<file path="src/rtl/btn_pkg.sv">
// Shared constants for the push-button debouncer family.
// Cycle counts assume the 100 MHz system clock.
package btn_pkg;
    localparam int CLK_HZ         = 100_000_000;
    localparam int DEBOUNCE_20MS  = 2_000_000;
    localparam int LONG_1S        = 100_000_000;
    localparam int DEFAULT_NUM_CH = 5;
endpackage

</file>
<file path="src/rtl/debounce_channel.sv">
// One push-button channel: 2-FF synchroniser, glitch-rejecting debounce
// counter, registered rise/fall pulses and a saturating long-press detector.
module debounce_channel
    import btn_pkg::*;
#(
    parameter int   DEBOUNCE_CYCLES = DEBOUNCE_20MS,
    parameter int   LONG_CYCLES     = LONG_1S,
    parameter logic RESET_LEVEL     = 1'b0
) (
    input  logic clk,
    input  logic rst,
    input  logic button_in,
    output logic button_out,
    output logic button_rise,
    output logic button_fall,
    output logic button_long,
    output logic button_held
);
    localparam int CW = $clog2(DEBOUNCE_CYCLES);
    localparam int LW = $clog2(LONG_CYCLES) + 1;
    localparam logic [CW-1:0] DEB_LAST  = CW'(DEBOUNCE_CYCLES - 1);
    localparam logic [LW-1:0] LONG_LAST = LW'(LONG_CYCLES - 1);
    localparam logic [LW-1:0] LONG_MAX  = LW'(LONG_CYCLES);

    logic          s1;
    logic          s2;
    logic          out_d;
    logic [CW-1:0] cnt;
    logic [LW-1:0] long_cnt;
    logic          pressed;

    // "Pressed" is relative to the idle level so active-low buttons work too.
    assign pressed = (button_out != RESET_LEVEL);

    always_ff @(posedge clk or posedge rst) begin
        if (rst) begin
            s1          <= RESET_LEVEL;
            s2          <= RESET_LEVEL;
            button_out  <= RESET_LEVEL;
            out_d       <= RESET_LEVEL;
            cnt         <= '0;
            long_cnt    <= '0;
            button_rise <= 1'b0;
            button_fall <= 1'b0;
            button_long <= 1'b0;
            button_held <= 1'b0;
        end else begin
            s1 <= button_in;
            s2 <= s1;

            // Any agreement before terminal count throws the progress away.
            if (s2 == button_out) begin
                cnt <= '0;
            end else if (cnt == DEB_LAST) begin
                button_out <= s2;
                cnt        <= '0;
            end else begin
                cnt <= cnt + CW'(1);
            end

            out_d       <= button_out;
            button_rise <= button_out & ~out_d;
            button_fall <= ~button_out & out_d;

            if (!pressed) begin
                long_cnt    <= '0;
                button_long <= 1'b0;
                button_held <= 1'b0;
            end else begin
                button_long <= (long_cnt == LONG_LAST);
                if (long_cnt == LONG_LAST) begin
                    button_held <= 1'b1;
                end
                // Saturating so the long pulse fires once per press.
                if (long_cnt != LONG_MAX) begin
                    long_cnt <= long_cnt + LW'(1);
                end
            end
        end
    end
endmodule

</file>
<file path="src/rtl/button_debounce_multi.sv">
// N independent push-button debouncers; each channel owns all of its state.
// Channels are replicated with no sharing and no arbitration.
module button_debounce_multi
    import btn_pkg::*;
#(
    parameter int   NUM_CH          = DEFAULT_NUM_CH,
    parameter int   DEBOUNCE_CYCLES = DEBOUNCE_20MS,
    parameter int   LONG_CYCLES     = LONG_1S,
    parameter logic RESET_LEVEL     = 1'b0
) (
    input  logic              clk,
    input  logic              rst,
    input  logic [NUM_CH-1:0] button_in,
    output logic [NUM_CH-1:0] button_out,
    output logic [NUM_CH-1:0] button_rise,
    output logic [NUM_CH-1:0] button_fall,
    output logic [NUM_CH-1:0] button_long,
    output logic [NUM_CH-1:0] button_held
);
    for (genvar ch = 0; ch < NUM_CH; ch++) begin : g_ch
        debounce_channel #(
            .DEBOUNCE_CYCLES (DEBOUNCE_CYCLES),
            .LONG_CYCLES     (LONG_CYCLES),
            .RESET_LEVEL     (RESET_LEVEL)
        ) u_chan (
            .clk         (clk),
            .rst         (rst),
            .button_in   (button_in[ch]),
            .button_out  (button_out[ch]),
            .button_rise (button_rise[ch]),
            .button_fall (button_fall[ch]),
            .button_long (button_long[ch]),
            .button_held (button_held[ch])
        );
    end
endmodule

</file>
<file path="config.mk">
export PLATFORM = sky130hd
export DESIGN_NAME = button_debounce_multi
export DESIGN_NICKNAME = d
export VERILOG_FILES = /design/src/rtl/btn_pkg.sv /design/src/rtl/debounce_channel.sv /design/src/rtl/button_debounce_multi.sv
export SDC_FILE = /design/constraint.sdc
export NUM_CORES = 1
export LEC_CHECK = 0
export ABC_AREA = 1
export CORE_MARGIN = 2
export CORE_UTILIZATION = 30
export CTS_CLUSTER_DIAMETER = 60
export CTS_CLUSTER_SIZE = 28
export DETAILED_ROUTE_END_ITERATION = 10
export DONT_BUFFER_PORTS = 1
export GPL_TIMING_DRIVEN = 0
export PLACE_DENSITY_LB_ADDON = 0.1
export SLEW_MARGIN = 20
export SYNTH_ARGS = -nofsm -noshare
export SYNTH_HDL_FRONTEND = slang
export SYNTH_SLANG_ARGS = --single-unit
</file>
<file path="constraint.sdc">
create_clock -name clk -period 13.6 [get_ports clk]
set_input_delay 2.72 -clock clk [delete_from_list [all_inputs] [get_ports clk]]
set_output_delay 2.72 -clock clk [all_outputs]
set_load 0.01 [all_outputs]
</file>
==> run summary, run 1 <==
DRC viols = 0
io pins = 32
initial core utilization = 0.304
FILL cells = 5677
Slew @ Worst Pin = 0.649 ns
worst-path fanout max = 3
Synth async-reset ratio = 1.00
final WL = 40.1 mm
Final nets = 2382
Max-Cap Viols = 0
Avg Cell Area, Syn = 7.07 um2
core area = 53900 um2
worst reg-to-reg setup slack = 11.86 ns
first-iteration detailed-routing DRC count = 616
fin crit period = 3.89 ns
fin. max-slew vios = 0
initial antenna violation count = 0
die footprint = 56500 um2
sequential area share after synthesis = 0.435
crit path DAT = 1.17 ns
r2r worst-path depth = 5
static leakage = 0.00792 uW
total grt overflow = 0
ANT nets after route = 0
maximum VDD drop = 0.0839 mV
dpl ws = 9.73 ns
CTS clock-pin slew for the worst setup and hold paths = 0.07 ns
Hold Path Class = flip-flop to flip-flop
cells along the critical path = buf_4
Root Buffer = clkbuf_16
DP Cell Count = 3017
area grow syn2layout = 13.9%
Syn Nets = 2340
# port buffers = 0
RSZ-0062 raised after global routing = false
WS Path Type = flip-flop to output pin
Clock Path Buffers = 3
n_diodes = 0
Multi-input gate area = 7860 um2
wire length per cell = 13.0 um
Final Setup Violations = 0
Mapped Area = 16400 um2
# rows = 85
first-pass GRT wire length = 68.1 mm
Worst R2R End = g_ch[4].u_chan.button_held
CTS resizes = 0
final hold vios = 0
DP Wirelength = 28.8 mm
cell area after layout = 18700 um2
Tcrit/Tclk final = 0.286
hold_sp = g_ch[4].u_chan.s1
CP endpoint kind = output pin
chip height = 238 um
post-synthesis register bit count = 285
final core occ = 0.346
family with the most delay on the worst path = flip-flops
H-tree depth = 2
largest net degree at the start of global routing = 86
Critical Path Max Stage Delay = 0.44 ns
routed vias/inst = 4.54
postcts setup bufs = 0
Final Skew = 0.0229 ns
hold depth = 0
EDFF count, synth = 0
R2R Path Start = g_ch[4].u_chan.button_out
TritonRoute pass-1 iters = 5
WP data required = 10.88 ns
total CTS buffers = 37
Relative slew margins = 0.567
Final Worst Setup Slack = 9.71 ns
Vias = 13993
startpoint types = flip-flop
Max Fclk = 257 MHz
Overall Power = 1950 uW
Die W = 238 um
Clock Sinks = 285
Worst Hold End = g_ch[4].u_chan.s2
Area after DPL = 17300 um2
yosys warns = 0
TritonCTS clock tree = done
cells after synthesis = 2318
worst skew pair latency = 0.56 ns
gpl congestion = 0.832
ys flop type = dfrtp_1
Total GRT Usage = 0.146
Reg area = 7130 um2
final cell count without fillers = 3084
status = complete, no violations
post-synth cell types = 39
CTS Hold Bufs = 0
share of cells above drive strength 1 = 0.0817
PD cells = 104 nW/um2
vias in the first global route = 13712
Crit path buffers/inverters = 1
CP max-delay cell = dfrtp_1
## cell type report
| type | count | area share |
|---|---|---|
| inverters | 285 | 0.0578 |
| clock buffers | 45 | 0.0557 |
| plain buffers | 46 | 0.0172 |
| well taps | 696 | 0.0467 |
| repair buffers | 3 | 0.00443 |
| multi-input cells | 1702 | 0.421 |
| flip-flops and latches | 285 | 0.382 |
| clock inverters | 22 | 0.0148 |
## report_power, final
part	leakage, uW	switching (uW)	internal [uW]
Clock	0.000632	422	632
Combinational	0.00334	27.6	7.47
Sequential	0.00395	4.44	853
## per-layer routing
metal | vias up | track usage | share of wire
met5 | - | 0 | 0
met4 | 0 | 0.0467 | 0.021
met3 | 53 | 0.0237 | 0.035
met2 | 178 | 0.235 | 0.45
met1 | 6437 | 0.200 | 0.50
li1 | 7325 | - | -
## sequential cells by signal, summed over array words and instances (netlist names)
register	cells
g_ch.u_chan.out_d	5
g_ch.u_chan.cnt	105
g_ch.u_chan.button_held	5
g_ch.u_chan.s1	5
g_ch.u_chan.button_long	5
g_ch.u_chan.button_rise	5
g_ch.u_chan.s2	5
g_ch.u_chan.button_out	5
g_ch.u_chan.long_cnt	140
g_ch.u_chan.button_fall	5
## cells in the mapped netlist (2+ instances only)
master	instances	area, um2
inv_1	279	1050
dfrtp_1	285	7130
nand2_1	574	2150
xnor2_1	13	114
nand3b_2	2	22.5
inv_2	4	15.0
nor3b_1	4	30.0
o21ai_0	59	295
clkinv_1	2	7.51
a21oi_1	79	395
and2_1	2	12.5
nor4_1	2	12.5
nand3b_1	11	82.6
nor2_4	21	236
nor2_2	21	131
nor3_2	4	40.0
xnor2_2	2	32.5
nand3_2	7	70.1
xor2_1	41	359
ha_1	15	188
nand2_2	24	150
o21bai_1	2	15.0
o21ai_1	2	10.0
nand2_4	3	33.8
buf_6	3	33.8
nand4_1	52	325
buf_2	3	15.0
o21a_1	3	22.5
clkbuf_1	9	33.8
nor2_1	555	2080
buf_4	30	225
nand3_1	117	586
a31oi_1	8	50.1
nor3_1	75	375
## cell usage in the layout, fill, tap and decap left out, types with 4 or more instances in the layout
cell        synthesis  final
nor3b_1             4      4
clkbuf_8            1      5
buf_4              30     30
clkinvlp_4          0      5
nor3_2              4      4
clkbuf_16           0     39
nor2_4             21     21
nand2_2            24     24
xor2_1             41     41
nand4_1            52     52
bufinv_16           0      4
dfrtp_1           285    285
xnor2_1            13     13
nand3_1           117    117
nor2_1            555    555
inv_6               0      4
nand2_1           574    574
nor3_1             75     75
inv_8               0      4
a31oi_1             8      8
a21oi_1            79     79
nor2_2             21     21
inv_1             279    278
clkbuf_1            9     11
nand3b_1           11     11
o21ai_0            59     59
nand3_2             7      7
ha_1               15     15
inv_2               4      4
## how the worst max path moves through the flow
stage	start	end	cells after the start
global route	g_ch[1].u_chan.button_out	button_out[1]	1
detailed placement	rst	g_ch[2].u_chan.long_cnt[23]	3
floorplan	rst	g_ch[0].u_chan.button_fall	1
CTS	g_ch[0].u_chan.button_out	button_out[0]	1
global placement	rst	g_ch[1].u_chan.long_cnt[8]	1
finish	g_ch[0].u_chan.button_out	button_out[0]	1
## stage by stage
step	TNS, ns	hold slack, ns
2_1_floorplan	0	0.331
3_3_place_gp	-339.78	0.336
3_5_place_dp	0	0.335
4_1_cts	0	0.347
5_1_grt	0	0.361
6_report	0	0.347
## logic make-up after synthesis
family | count (synthesis) | synth area share
simple gates | 1477 | 0.389
buf+inv | 331 | 0.0849
flops | 285 | 0.435
compound gates | 154 | 0.0486
xor+xnor | 56 | 0.0309
fa+ha+maj | 15 | 0.0115
Power figures use the tool's default switching activity.
==> run 2: changes to the inputs <==
Settings changed: ABC_AREA 1 to 0.
Clock period 13.6 ns to 3.2 ns, I/O delays scaled along.
==> run summary, run 2 <==
Root Buffer = clkbuf_16
Final nets = 1539 (-35%)
ANT nets after route = 0 (unchanged)
Syn Nets = 1489 (-36%)
number of flip-flops under the largest register name = 140 (unchanged)
final core occ = 0.352 (+0.00598)
final hold vios = 0 (unchanged)
most frequent cells after synthesis = dfrtp_1, nor2_1, a21oi_1
RSZ-0062 raised after global routing = false
DP Wirelength = 21.3 mm (-26%)
WP data required = 3.65 ns (-7.23 ns)
# rows = 79 (-7.1%)
post-synth top area share = 0.499 (+0.0640)
chip height = 222 um (-6.5%)
main combinational cell family by area after synthesis = simple AND/OR/NAND/NOR gates
Synth Area in Compound Gates = 0.0955 (+0.0469)
hold_sp = button_in[3]
Multi-input gate area = 6530 um2 (-17%)
Total GRT Usage = 0.132 (-0.0136)
sequential area share after synthesis = 0.499 (+0.0640)
wire length per cell = 14.8 um (+13%)
TritonCTS clock tree = done
fin crit period = 2.36 ns
die footprint = 49400 um2 (-13%)
Clock Sinks = 285 (unchanged)
Max Fclk = 424 MHz
initial core utilization = 0.305 (+0.00169)
DRC viols = 0 (unchanged)
commonest non-fill, non-tap cell in the layout = dfrtp_1
# port buffers = 0 (unchanged)
total CTS buffers = 36 (-2.7%)
hold depth = 0 (unchanged)
Area contributors post-synth = dfrtp_1, xor2_1, nand4_1
FILL cells = 4776 (-16%)
top-count cell post-synth = dfrtp_1
Tcrit/Tclk final = 0.737
setup TNS = 0 ns (unchanged)
routed vias/inst = 5.09 (+12%)
area grow syn2layout = 15.2%
fin. max-slew vios = 0 (unchanged)
largest net degree at the start of global routing = 32 (-63%)
gpl congestion = 0.740 (-11%)
Overall Power = 7880 uW (+300%)
n_diodes = 0 (unchanged)
Largest regs = g_ch.u_chan.long_cnt: 140 flops, g_ch.u_chan.cnt: 105 flops
most flop-heavy register = g_ch.u_chan.long_cnt
Mapped Area = 14300 um2 (-13%)
Vias = 10948 (-22%)
post-synthesis register bit count = 285 (unchanged)
postcts setup bufs = 0 (unchanged)
mux cell area share after synthesis = 0.0110 (+0.0110)
initial antenna violation count = 0 (unchanged)
Reg area = 7130 um2 (unchanged)
Synth async-reset ratio = 1.00 (unchanged)
Clock Path Buffers = 3 (unchanged)
core area = 46800 um2 (-13%)
R2R Path Start = g_ch[2].u_chan.long_cnt[0]
Die W = 222 um (-6.5%)
Max-Cap Viols = 0 (unchanged)
Post-Synth Simple-Gate Area = 0.267 (-0.122)
io pins = 32 (unchanged)
final cell count without fillers = 2149 (-30%)
crit path DAT = 2.81 ns (+1.64 ns)
yosys warns = 0 (unchanged)
Relative slew margins = 0.573 (+0.00621)
static leakage = 0.00630 uW (-20%)
Hold Path Class = primary input to flip-flop
Final Skew = 0.0220 ns (-0.000885 ns)
most frequent cells in the layout = dfrtp_1, nor2_1, a21oi_1, nand2_1, nand4_1
EDFF count, synth = 0 (unchanged)
first-pass GRT wire length = 55.3 mm (-19%)
worst skew pair latency = 0.54 ns (-0.02 ns)
Avg Cell Area, Syn = 9.73 um2 (+38%)
maximum VDD drop = 0.274 mV (+230%)
H-tree depth = 2 (unchanged)
final WL = 31.7 mm (-21%)
worst reg-to-reg setup slack = 0.84 ns (-11.02 ns)
cells after synthesis = 1467 (-37%)
WS Path Type = flip-flop to flip-flop
total grt overflow = 0 (unchanged)
first-iteration detailed-routing DRC count = 530 (-14%)
PD cells = 479 nW/um2 (+360%)
status = complete, no violations
Synth Area in XOR/XNOR = 0.0711 (+0.0403)
DP Cell Count = 2085 (-31%)
post-synthesis adder-cell area fraction = 0.0131 (+0.00168)
Final Setup Violations = 0 (unchanged)
Worst R2R End = g_ch[2].u_chan.long_cnt[26]
CP endpoint kind = flip-flop
post-synth cell types = 57 (+46%)
CTS clock-pin slew for the worst setup and hold paths = 0.06 ns (about the same)
Synth area leader = dfrtp_1
startpoint types = flip-flop
TritonRoute pass-1 iters = 6 (+1)
Worst Hold End = g_ch[3].u_chan.s1
ys flop type = dfrtp_1
Slew @ Worst Pin = 0.640 ns (-0.00931 ns)
vias in the first global route = 10803 (-21%)
share of cells above drive strength 1 = 0.0869 (+0.00524)
r2r worst-path depth = 6 (+1)
worst-path fanout max = 10 (+7)
run 2: changes by cell type after synthesis, moves of 30 or more:
cell     previous run  this run
or3_1               0        52
nand2_1           574        92
nand3_1           117        73
and4_1              0        35
or4_1               0        58
nor3_1             75        18
nor2_1            555       141
inv_1             279        44
xor2_1             41        77
o31ai_1             0        46
nand4_1            52        85
nor4_1              2        32
run 2: final cells by class:
type,count,area share
flip-flops and latches,285,0.433
clock buffers,40,0.0570
clock inverters,23,0.0143
inverters,48,0.0112
well taps,607,0.0462
multi-input cells,1053,0.397
plain buffers,81,0.0265
repair buffers,12,0.0144
run 2: cells by family after synthesis:
group                    Yosys count
AO/OA/AOI/OAI                    229
XOR/XNOR                         116
adder cells (fa/ha/maj)           15
buffers and inverters            129
flip-flops                       285
multiplexers                      15
AND/OR/NAND/NOR                  678
run 2: worst max path at each step:
stage	startpoint	to	depth (start not counted)
floorplan	rst	g_ch[0].u_chan.button_fall	1
global placement	rst	g_ch[4].u_chan.long_cnt[9]	1
detailed placement	g_ch[2].u_chan.long_cnt[0]	g_ch[2].u_chan.long_cnt[26]	6
CTS	g_ch[2].u_chan.long_cnt[0]	g_ch[2].u_chan.long_cnt[26]	6
global route	g_ch[2].u_chan.long_cnt[0]	g_ch[2].u_chan.long_cnt[26]	6
finish	g_ch[2].u_chan.long_cnt[0]	g_ch[2].u_chan.long_cnt[26]	6
run 2: power by group:
| group | switching [uW] | internal [uW] | total [uW] | leakage [uW] |
|---|---|---|---|---|
| sequential | 19.4 | 3620 | 3640 | 0.00395 |
| combinational | 121 | 54.1 | 175 | 0.00178 |
| clock | 1730 | 2340 | 4060 | 0.000573 |
run 2: per-layer routing:
metal / global-route usage / up-vias / routed length (um)
met5: 0 / - / 0
met4: 0.0438 / 0 / 683
met3: 0.0230 / 46 / 990
met2: 0.210 / 123 / 14300
met1: 0.182 / 5322 / 15700
li1: - / 5457 / -
run 2: worst max-delay path, stage by stage (launching register included):
cell and delay (ns):
dfrtp_1 0.43, ha_1 0.22, and4_1 0.20, clkbuf_1 0.27, nand4_1 0.40, or4_1 0.61, a21oi_1 0.15
run 2: through the flow:
| step | setup slack, ns | hold WS [ns] | area (um2) |
|---|---|---|---|
| floorplan | -1.22 | 0.331 | 14300 |
| global placement | -3.38 | 0.334 | 15000 |
| detailed placement | 0.815 | 0.335 | 15300 |
| CTS | 0.799 | 0.0802 | 16500 |
| global route | 0.586 | 0.0930 | 16500 |
| finish | 0.841 | 0.128 | 16500 |
run 2: timing repair:
action,in CTS,in global routing
gates resized for setup,0,0
endpoints found under the setup margin,0,0
endpoints found under the hold margin,7,0
hold buffers,1,0
